[src/rtl/b_pingpong_sched_pkg.sv]
// Shared types for the B-side ping-pong scheduler and its beat counter.
package b_pingpong_sched_pkg;

  localparam int unsigned CFG_W  = 16;
  localparam int unsigned N2_DEF = 4;

  typedef enum logic {
    IDLE = 1'b0,
    RUN  = 1'b1
  } state_e;

  typedef logic bank_t;

  typedef struct packed {
    logic [CFG_W-1:0] m2;
    logic [CFG_W-1:0] bw_dn2;
    logic [CFG_W-1:0] block_num;
  } cfg_t;

  // A job is only meaningful when every dimension is non-zero.
  function automatic logic cfg_ok(input cfg_t c);
    return (c.m2 != '0) && (c.bw_dn2 != '0) && (c.block_num != '0);
  endfunction

endpackage

[src/rtl/b_pingpong_sched_beat.sv]
// Nested col/phase/row beat counter in writer order; flags the final beat of a block.
module b_beat_counter
  import b_pingpong_sched_pkg::*;
#(
  parameter int unsigned N2 = N2_DEF,
  parameter int unsigned W  = CFG_W
) (
  input  logic         clk,
  input  logic         rst,
  input  logic         clr,
  input  logic         inc,
  input  logic [W-1:0] m2,
  input  logic [W-1:0] bw_dn2,
  output logic         last_beat
);

  localparam int unsigned COL_W = (N2 > 1) ? $clog2(N2) : 1;
  localparam logic [COL_W-1:0] COL_LAST = COL_W'(N2 - 1);

  logic [COL_W-1:0] col_q, col_d;
  logic [W-1:0]     phase_q, phase_d;
  logic [W-1:0]     row_q, row_d;
  logic             col_last, phase_last, row_last;

  assign col_last   = (col_q == COL_LAST);
  assign phase_last = (phase_q == (bw_dn2 - W'(1)));
  assign row_last   = (row_q == (m2 - W'(1)));
  assign last_beat  = col_last && phase_last && row_last;

  // Advance col fastest, then phase, then row; all wrap together on the last beat.
  always_comb begin
    col_d   = col_q;
    phase_d = phase_q;
    row_d   = row_q;
    if (clr) begin
      col_d   = '0;
      phase_d = '0;
      row_d   = '0;
    end else if (inc) begin
      if (col_last) begin
        col_d = '0;
        if (phase_last) begin
          phase_d = '0;
          row_d   = row_last ? '0 : row_q + W'(1);
        end else begin
          phase_d = phase_q + W'(1);
        end
      end else begin
        col_d = col_q + COL_W'(1);
      end
    end
  end

  // Counter registers.
  always_ff @(posedge clk) begin
    if (rst) begin
      col_q   <= '0;
      phase_q <= '0;
      row_q   <= '0;
    end else begin
      col_q   <= col_d;
      phase_q <= phase_d;
      row_q   <= row_d;
    end
  end

endmodule

[src/rtl/b_pingpong_sched.sv]
// Double-buffered B write scheduler: fills one half while compute drains the other.
module b_pingpong_sched
  import b_pingpong_sched_pkg::*;
#(
  parameter int unsigned N2           = N2_DEF,
  parameter int unsigned MATRIXSIZE_W = CFG_W
) (
  input  logic                    clk,
  input  logic                    rst,
  input  logic                    start,
  input  logic [MATRIXSIZE_W-1:0] M2,
  input  logic [MATRIXSIZE_W-1:0] BLOCK_WIDTHdN2,
  input  logic [MATRIXSIZE_W-1:0] BLOCK_NUM,
  input  logic                    in_valid,
  output logic                    in_ready,
  output logic                    valid_B,
  output logic                    wr_bank,
  output logic                    writer_rst,
  output logic                    compute_start,
  output logic                    rd_bank,
  input  logic                    compute_done,
  output logic                    busy,
  output logic                    done,
  output logic                    cfg_err
);

  state_e           state_q, state_d;
  cfg_t             cfg_in, cfg_q, cfg_d;
  logic [CFG_W-1:0] loaded_q, loaded_d;
  logic [CFG_W-1:0] bdone_q, bdone_d;
  logic [1:0]       full_q, full_d;
  logic             cbusy_q, cbusy_d;
  bank_t            wr_bank_q, wr_bank_d;
  bank_t            rd_bank_q, rd_bank_d;
  logic             cs_q, cs_d;
  logic             done_q, done_d;
  logic             err_q, err_d;
  logic             wrst_q, wrst_d;
  logic             busy_q, busy_d;

  logic             run, accept_job, last_beat, launch, rel, last_rel;

  assign cfg_in = '{m2: CFG_W'(M2), bw_dn2: CFG_W'(BLOCK_WIDTHdN2), block_num: CFG_W'(BLOCK_NUM)};

  assign run        = (state_q == RUN);
  assign accept_job = (state_q == IDLE) && start && cfg_ok(cfg_in);
  assign in_ready   = run && !full_q[wr_bank_q] && (loaded_q < cfg_q.block_num);
  assign valid_B    = in_valid && in_ready;
  assign launch     = run && !cbusy_q && full_q[rd_bank_q] && !cs_q;
  assign rel        = run && compute_done && cbusy_q;
  assign last_rel   = rel && (bdone_q == (cfg_q.block_num - CFG_W'(1)));

  b_beat_counter #(
    .N2 (N2),
    .W  (CFG_W)
  ) u_beat (
    .clk       (clk),
    .rst       (rst),
    .clr       (accept_job),
    .inc       (valid_B),
    .m2        (cfg_q.m2),
    .bw_dn2    (cfg_q.bw_dn2),
    .last_beat (last_beat)
  );

  // State register.
  always_ff @(posedge clk) begin
    if (rst) state_q <= IDLE;
    else     state_q <= state_d;
  end

  // Next state: enter RUN on an accepted start, leave after the final release.
  always_comb begin
    state_d = state_q;
    unique case (state_q)
      IDLE:    if (accept_job) state_d = RUN;
      RUN:     if (last_rel)   state_d = IDLE;
      default: state_d = IDLE;
    endcase
  end

  // Bank flags, block counters and registered handshake outputs.
  always_comb begin
    cfg_d     = cfg_q;
    loaded_d  = loaded_q;
    bdone_d   = bdone_q;
    full_d    = full_q;
    cbusy_d   = cbusy_q;
    wr_bank_d = wr_bank_q;
    rd_bank_d = rd_bank_q;
    wrst_d    = wrst_q;
    busy_d    = busy_q;
    cs_d      = 1'b0;
    done_d    = 1'b0;
    err_d     = 1'b0;

    if (state_q == IDLE) begin
      if (start && !cfg_ok(cfg_in)) begin
        err_d = 1'b1;
      end else if (accept_job) begin
        cfg_d     = cfg_in;
        loaded_d  = '0;
        bdone_d   = '0;
        full_d    = '0;
        cbusy_d   = 1'b0;
        wr_bank_d = 1'b0;
        rd_bank_d = 1'b0;
        busy_d    = 1'b1;
        wrst_d    = 1'b0;
      end
    end else begin
      // Fill and release always target different halves, so both may land together.
      if (valid_B && last_beat) begin
        full_d[wr_bank_q] = 1'b1;
        wr_bank_d         = ~wr_bank_q;
        loaded_d          = loaded_q + CFG_W'(1);
      end
      if (launch) begin
        cs_d    = 1'b1;
        cbusy_d = 1'b1;
      end
      if (rel) begin
        full_d[rd_bank_q] = 1'b0;
        rd_bank_d         = ~rd_bank_q;
        cbusy_d           = 1'b0;
        bdone_d           = bdone_q + CFG_W'(1);
      end
      if (last_rel) begin
        done_d = 1'b1;
        busy_d = 1'b0;
        wrst_d = 1'b1;
      end
    end
  end

  // Datapath registers.
  always_ff @(posedge clk) begin
    if (rst) begin
      cfg_q     <= '0;
      loaded_q  <= '0;
      bdone_q   <= '0;
      full_q    <= '0;
      cbusy_q   <= 1'b0;
      wr_bank_q <= 1'b0;
      rd_bank_q <= 1'b0;
      cs_q      <= 1'b0;
      done_q    <= 1'b0;
      err_q     <= 1'b0;
      wrst_q    <= 1'b1;
      busy_q    <= 1'b0;
    end else begin
      cfg_q     <= cfg_d;
      loaded_q  <= loaded_d;
      bdone_q   <= bdone_d;
      full_q    <= full_d;
      cbusy_q   <= cbusy_d;
      wr_bank_q <= wr_bank_d;
      rd_bank_q <= rd_bank_d;
      cs_q      <= cs_d;
      done_q    <= done_d;
      err_q     <= err_d;
      wrst_q    <= wrst_d;
      busy_q    <= busy_d;
    end
  end

  assign wr_bank       = wr_bank_q;
  assign rd_bank       = rd_bank_q;
  assign writer_rst    = wrst_q;
  assign compute_start = cs_q;
  assign busy          = busy_q;
  assign done          = done_q;
  assign cfg_err       = err_q;

endmodule

[config.mk]
export PLATFORM = sky130hd
export DESIGN_NAME = b_pingpong_sched
export DESIGN_NICKNAME = d
export VERILOG_FILES = /design/src/rtl/b_pingpong_sched_pkg.sv /design/src/rtl/b_pingpong_sched_beat.sv /design/src/rtl/b_pingpong_sched.sv
export SDC_FILE = /design/constraint.sdc
export NUM_CORES = 1
export LEC_CHECK = 0
export CORE_MARGIN = 2
export CORE_UTILIZATION = 40
export CTS_BUF_LIST = sky130_fd_sc_hd__clkbuf_4 sky130_fd_sc_hd__clkbuf_8 sky130_fd_sc_hd__clkbuf_16
export DETAILED_ROUTE_END_ITERATION = 16
export SYNTH_ARGS = -nofsm -noshare
export SYNTH_HDL_FRONTEND = slang
export SYNTH_SLANG_ARGS = --single-unit
[constraint.sdc]
create_clock -name clk -period 3.7 [get_ports clk]
set_input_delay 0.74 -clock clk [delete_from_list [all_inputs] [get_ports clk]]
set_output_delay 0.74 -clock clk [all_outputs]
set_load 0.05 [all_outputs]
# --- Word level (Yosys, flattened, before mapping) ---
# Cells that the tools add are included.
word_totals:
  regBits: 125
  latchBits: 0
  ram_bits: 0
  mem_bits_ro: 0
  output_inout_bits: 9
  word_cells: 129
  mem_count: 0
classes:
  add_sub_neg: 8
  mul: 0
  div_mod_pow: 0
  magnitude_cmp: 5
  n_eq_ne: 9
  n_shift: 0
  n_mux: 44
  bitwise_logic: 7
  n_reduce_logical: 38
op_table:
  columns: ["operator", "n"]
  rows:
  - ["2-to-1 mux 16 bit", 8]
  - ["adder 16 x 1 -> 16 bit (second input constant)", 4]
  - ["== test 16 bit", 3]
  - ["nonzero test 16 bit", 3]
  - ["subtractor 16 x 1 -> 16 bit (second input constant)", 3]
  - ["2-to-1 mux 1 bit", 26]
  - ["logical AND 1 bit", 19]
  - ["AND reduction 3 bit", 6]
  - ["< comparator 16 bit", 1]
  - ["2-to-1 mux 2 bit", 7]
  - ["!= test 2 x 1 -> 1 bit (second input constant)", 3]
  - ["OR reduction 2 bit", 3]
  - ["zero test 1 bit", 4]
  - ["< comparator 1 x 2 -> 1 bit (second input constant)", 2]
  - ["inverter 1 bit", 4]
  - ["AND reduction 2 bit", 2]
  - ["!= test 3 x 1 -> 1 bit (second input constant)", 1]
  - ["adder 2 x 1 -> 2 bit (second input constant)", 1]
  - ["bitwise AND 2 bit", 1]
  - ["demux 1 bit (select 1 bit)", 2]
  - ["== test 2 bit (second input constant)", 1]
  - ["greater-or-equal comparator 1 bit (second input constant)", 2]
  - ["!= test 2 bit (second input constant)", 1]
  - ["inverter 2 bit", 1]
  - ["other kinds (3)", 3]

# --- Longest topological paths before layout ---
depth:
  depth_word: 12
  ltp_mapped: 14
  ltp_nobuf: 10

# --- Hierarchy ---
# Synthesis repeated with hierarchy kept, for this count alone.
unflattened:
  hier_cells: 882
  area_unflattened_um2: 7398.3
by_module_without_submodules:
  columns: ["module", "instances", "cells_each", "area_per_inst_um2"]
  rows:
  - ["b_pingpong_sched", 1, 547, 4702.0]
  - ["b_beat_counter", 1, 335, 2696.3]

# --- Worst setup path after synthesis ---
# No wires, ideal clock.
synth_path:
  path_type: "register -> output"
  startpoint: "register wr_bank_q, in the netlist wr_bank"
  endpoint: "output valid_B"
  t_arrival_ps: 2754
  slack_ps: 206
  path_stages_with_launch: 7
  n_path_buf: 0
  cell_sequence: "dfxtp_1 -> mux2_2 -> a2111oi_0 -> o31ai_1 -> nor2_1 -> nand2_1 -> inv_1"
synth_between:
  elab_chain_cells: 6
synth_lines:
  columns: ["item", "line", "source"]
  rows:
  - ["start: declaration", "b_pingpong_sched.sv:33", "bank_t wr_bank_q, wr_bank_d;"]
  - ["start signal: assignment", "b_pingpong_sched.sv:157", "wr_bank_q <= wr_bank_d;"]
  - ["2-to-1 mux 1 bit (implied by the code) (2 in a row)", "b_pingpong_sched.sv:47", "assign in_ready = run && !full_q[wr_bank_q] && (loaded_q < cfg_q.block_num);"]
  - ["zero test 1 bit", "b_pingpong_sched.sv:47", null]
  - ["logical AND 1 bit (2 in a row)", "b_pingpong_sched.sv:47", null]
  - ["net in_ready", "b_pingpong_sched.sv:15", "output logic in_ready,"]
  - ["logical AND 1 bit", "b_pingpong_sched.sv:48", "assign valid_B = in_valid && in_ready;"]
  - ["end: declaration", "b_pingpong_sched.sv:16", "output logic valid_B,"]
# The timed path passes the listed nets, and every way through them passes these cells. The select of a mux whose other input is x is not followed.

# --- Final worst setup path ---
layout_path:
  startpoint: "register cfg_q[34] (netlist name)"
  endpoint: "register loaded_q[4]"
layout_between:
  elab_chain_cells: 6
layout_lines:
  columns: ["item", "line", "source"]
  rows:
  - ["start: declaration", "b_pingpong_sched.sv:28", "cfg_t cfg_in, cfg_q, cfg_d;"]
  - ["start signal: assignment", "b_pingpong_sched.sv:152", "cfg_q <= cfg_d;"]
  - ["subtractor 16 x 1 -> 16 bit", "b_pingpong_sched_beat.sv:27", "assign row_last = (row_q == (m2 - W'(1)));"]
  - ["== test 16 bit", "b_pingpong_sched_beat.sv:27", null]
  - ["logical AND 1 bit", "b_pingpong_sched_beat.sv:28", "assign last_beat = col_last && phase_last && row_last;"]
  - ["logical AND 1 bit", "b_pingpong_sched.sv:113", "if (valid_B && last_beat) begin"]
  - ["!= test 2 x 1 -> 1 bit (no line)", null, null]
  - ["AND reduction 3 bit (no line)", null, null]
  - ["end signal: assignment", "b_pingpong_sched.sv:153", "loaded_q <= loaded_d;"]
  - ["end: declaration", "b_pingpong_sched.sv:29", "logic [CFG_W-1:0] loaded_q, loaded_d;"]
# No other way between the ends.
# A chain may end at the register's enable or synchronous reset.

==> run summary <==
drt first-iter violations -> 388
drc violations -> 0
Cell Area, Synth -> 7070 µm²
Pre-Repair DR Iteration Count -> 4
CTS Buf Count -> 17
pwr/cell area -> 414 nW/µm²
Placer Congestion -> 0.850
gr usage total -> 20.9%
min cycle time layout -> 3.47 ns
Core ar. -> 17300 µm²
R2R Path End -> loaded_q[4]$_SDFFE_PP0P_
Synth warnings -> 0
GR Util met3 -> 4.11%
setup TNS -> 0 ns
Die Span Y -> 137 µm
reg-to-reg slack, setup -> 0.23 ns
WL/cell -> 15.4 µm
status -> completed
Worst Setup SP -> cfg_q[34]$_SDFFE_PP0P_
post-synthesis instance total -> 913
Netlist cell types -> 59
TritonCTS clock tree -> done
Initial Utilization -> 40.9%
IR drop worst, VDD -> 0.325 mV
Top FF cell, synth -> dfxtp_1
vias in the first global route -> 6292
critical path endpoint -> loaded_q[4]$_SDFFE_PP0P_
P_leak -> 3.08 nW
syn avg cell area -> 7.75 µm²
asr flop ratio synth -> 0%
fin. max-slew vios -> 0
final core occ -> 49.6%
most common cell after layout, fill and taps aside -> nand2_1
startpoint type of the worst setup path -> flop
CP Data Arrival Time -> 3.81 ns
final setup violation count -> 0
Detailed Place HPWL -> 13800 µm
DIE AREA -> 18800 µm²
CTS HTree Levels -> 4
grt met2 use -> 35.2%
final hold vios -> 0
Post-synth EDFFs -> 0
largest net degree at the start of global routing -> 34
clock skew -> 0.00664 ns
Layout fillers -> 1716
Top Usage Layer GRT -> met2
clock latency on the worst-skew pair -> 0.42 ns
share of layout cells above drive strength 1 -> 7.88%
Area Growth Syn to Fin -> 21.2%
first-pass GRT wire length -> 30800 µm
Via density -> 5.42
most frequent cells in the layout -> nand2_1 (148), dfxtp_1 (125), a21oi_1 (93), nor2_1 (64), clkdlybuf4s50_1 (58)
Die W -> 137 µm
routed via count -> 6591
IO Count -> 62
number of diodes -> 0
hold crit path type -> flop to flop
initial antenna violation count -> 0
CP Capture Type -> flop
syn nets -> 989
DRT antenna net count -> 0
sequential share of the synthesized area -> 35.4%
Crit Path Class -> flop to flop
Clock Sinks -> 125
RSZ-0062 raised after global routing -> false
Fmax achieved -> 0.289 GHz
Max Buffers Root-to-Sink -> 2
met1 Resource Use GR -> 26.6%
Yosys reg bits -> 125
clock slew at reported path FFs -> 0.05 ns
data required time at the worst endpoint -> 4.05 ns
root buffer cell -> clkbuf_16
worst reg-to-reg path cell count -> 9
Tcrit/Tclk final -> 93.7%
max-cap viol count -> 0
row cnt -> 48
worst rel slew slack -> 53.7%
IO buf count -> 61
worst r2r src -> cfg_q[34]$_SDFFE_PP0P_
Routed WL -> 18700 µm
slew of the pin with the lowest slew margin -> 0.688 ns
Nets -> 1054
total gr overflow -> 0
worst-path fanout max -> 23
worst min path at each step:
stage / start / to / slack (ns) / depth (start not counted)
6_report: writer_rst$_SDFFE_PP1P_ / writer_rst$_SDFFE_PP1P_ / 0.45 / 2
5_1_grt: writer_rst$_SDFFE_PP1P_ / writer_rst$_SDFFE_PP1P_ / 0.48 / 2
4_1_cts: writer_rst$_SDFFE_PP1P_ / writer_rst$_SDFFE_PP1P_ / 0.45 / 2
3_5_place_dp: writer_rst$_SDFFE_PP1P_ / writer_rst$_SDFFE_PP1P_ / 0.44 / 2
3_3_place_gp: writer_rst$_SDFFE_PP1P_ / writer_rst$_SDFFE_PP1P_ / 0.43 / 2
2_1_floorplan: cfg_q[47]$_SDFFE_PP0P_ / cfg_q[47]$_SDFFE_PP0P_ / 0.45 / 2
cell type report:
cell class,instances,area (µm²),share of cell area (%)
Tap cell,225,282,3.28
Timing Repair Buffer,87,796,9.28
Clock buffer,24,503,5.87
Multi-Input combinational cell,712,4290,50.1
Sequential cell,125,2500,29.2
Clock inverter,7,62.6,0.730
Inverter,35,131,1.53
stage by stage:
stage	total power, mW	instance area [µm²]	instances	hold WS, ns	setup WS, ns
4_1_cts	3.58	8550	1214	0.452	0.0658
3_5_place_dp	1.97	7990	1183	0.443	0.0805
3_3_place_gp	1.97	7990	1183	0.433	0.191
2_1_floorplan	1.78	7070	913	0.448	0.206
6_report	3.55	8570	1215	0.449	0.234
5_1_grt	3.70	8570	1215	0.485	0.0309
sequential cells by signal, indices dropped and copies added, names as in the netlist:
signal and count:
cfg_q 48, bdone_q 16, loaded_q 16, u_beat.phase_q 16, u_beat.row_q 16, full_q 2, u_beat.col_q 2, busy 1
cbusy_q 1, cfg_err 1, compute_start 1, done 1, rd_bank 1, run 1, wr_bank 1, writer_rst 1
critical path, stage by stage, from the launching register on:
cell and delay [ns]:
dfxtp_1 0.37, or3_1 0.48, or4_4 0.57, or4_1 0.50, o31ai_1 0.11, o2111a_2 0.29, nand4_4 0.29, buf_4 0.29
or3_1 0.35, a21oi_1 0.15
per-layer routing:
metal	wire length, µm	vias up
met3	502	24
met2	9040	82
met1	8930	3113
met4	276	0
li1	-	3372
met5	0	-
timing repair:
item                                    in CTS  in global routing
buffers inserted                             0                  1
hold buffers                                 0                  0
endpoints found under the setup margin       0                 42
resized for setup                            0                  2
where the power goes:
group / total [mW] / leakage (nW) / internal (mW) / switching (mW)
Clock: 1.60 / 0.286 / 1.01 / 0.595
Sequential: 1.43 / 1.02 / 1.38 / 0.0462
Combinational: 0.521 / 1.78 / 0.235 / 0.286
Yosys cell counts, drive strengths merged, types with 3 or more instances:
cell type | instances | area, µm²
a211oi | 7 | 57.6
a21oi | 93 | 465
a31oi | 7 | 43.8
and2 | 7 | 43.8
and3 | 17 | 106
and4 | 5 | 43.8
buf | 11 | 48.8
clkbuf | 30 | 113
dfxtp | 125 | 2500
ha | 23 | 288
inv | 35 | 131
mux2i | 7 | 70.1
nand2 | 148 | 556
nand2b | 3 | 18.8
nand3 | 36 | 180
nand4 | 22 | 153
nor2 | 64 | 240
nor2b | 7 | 43.8
nor3 | 20 | 100
nor4 | 26 | 169
o211ai | 4 | 30.0
o21a | 4 | 30.0
o21ai | 32 | 160
o31ai | 12 | 90.1
or2 | 6 | 37.5
or3 | 25 | 156
or4 | 16 | 124
xnor2 | 54 | 473
xor2 | 35 | 307
kinds of logic after synthesis:
| logic type | Yosys count | synth area share (%) |
|---|---|---|
| muxes | 9 | 1.31 |
| AOI/OAI and AO/OA | 179 | 14.9 |
| and+or+nand+nor | 412 | 29.1 |
| DFF | 125 | 35.4 |
| buffers and inverters | 76 | 4.14 |
| adders and majority gates | 23 | 4.07 |
| xor gates and xnor gates | 89 | 11.0 |
No activity file was read; power rests on OpenSTA's default activity.
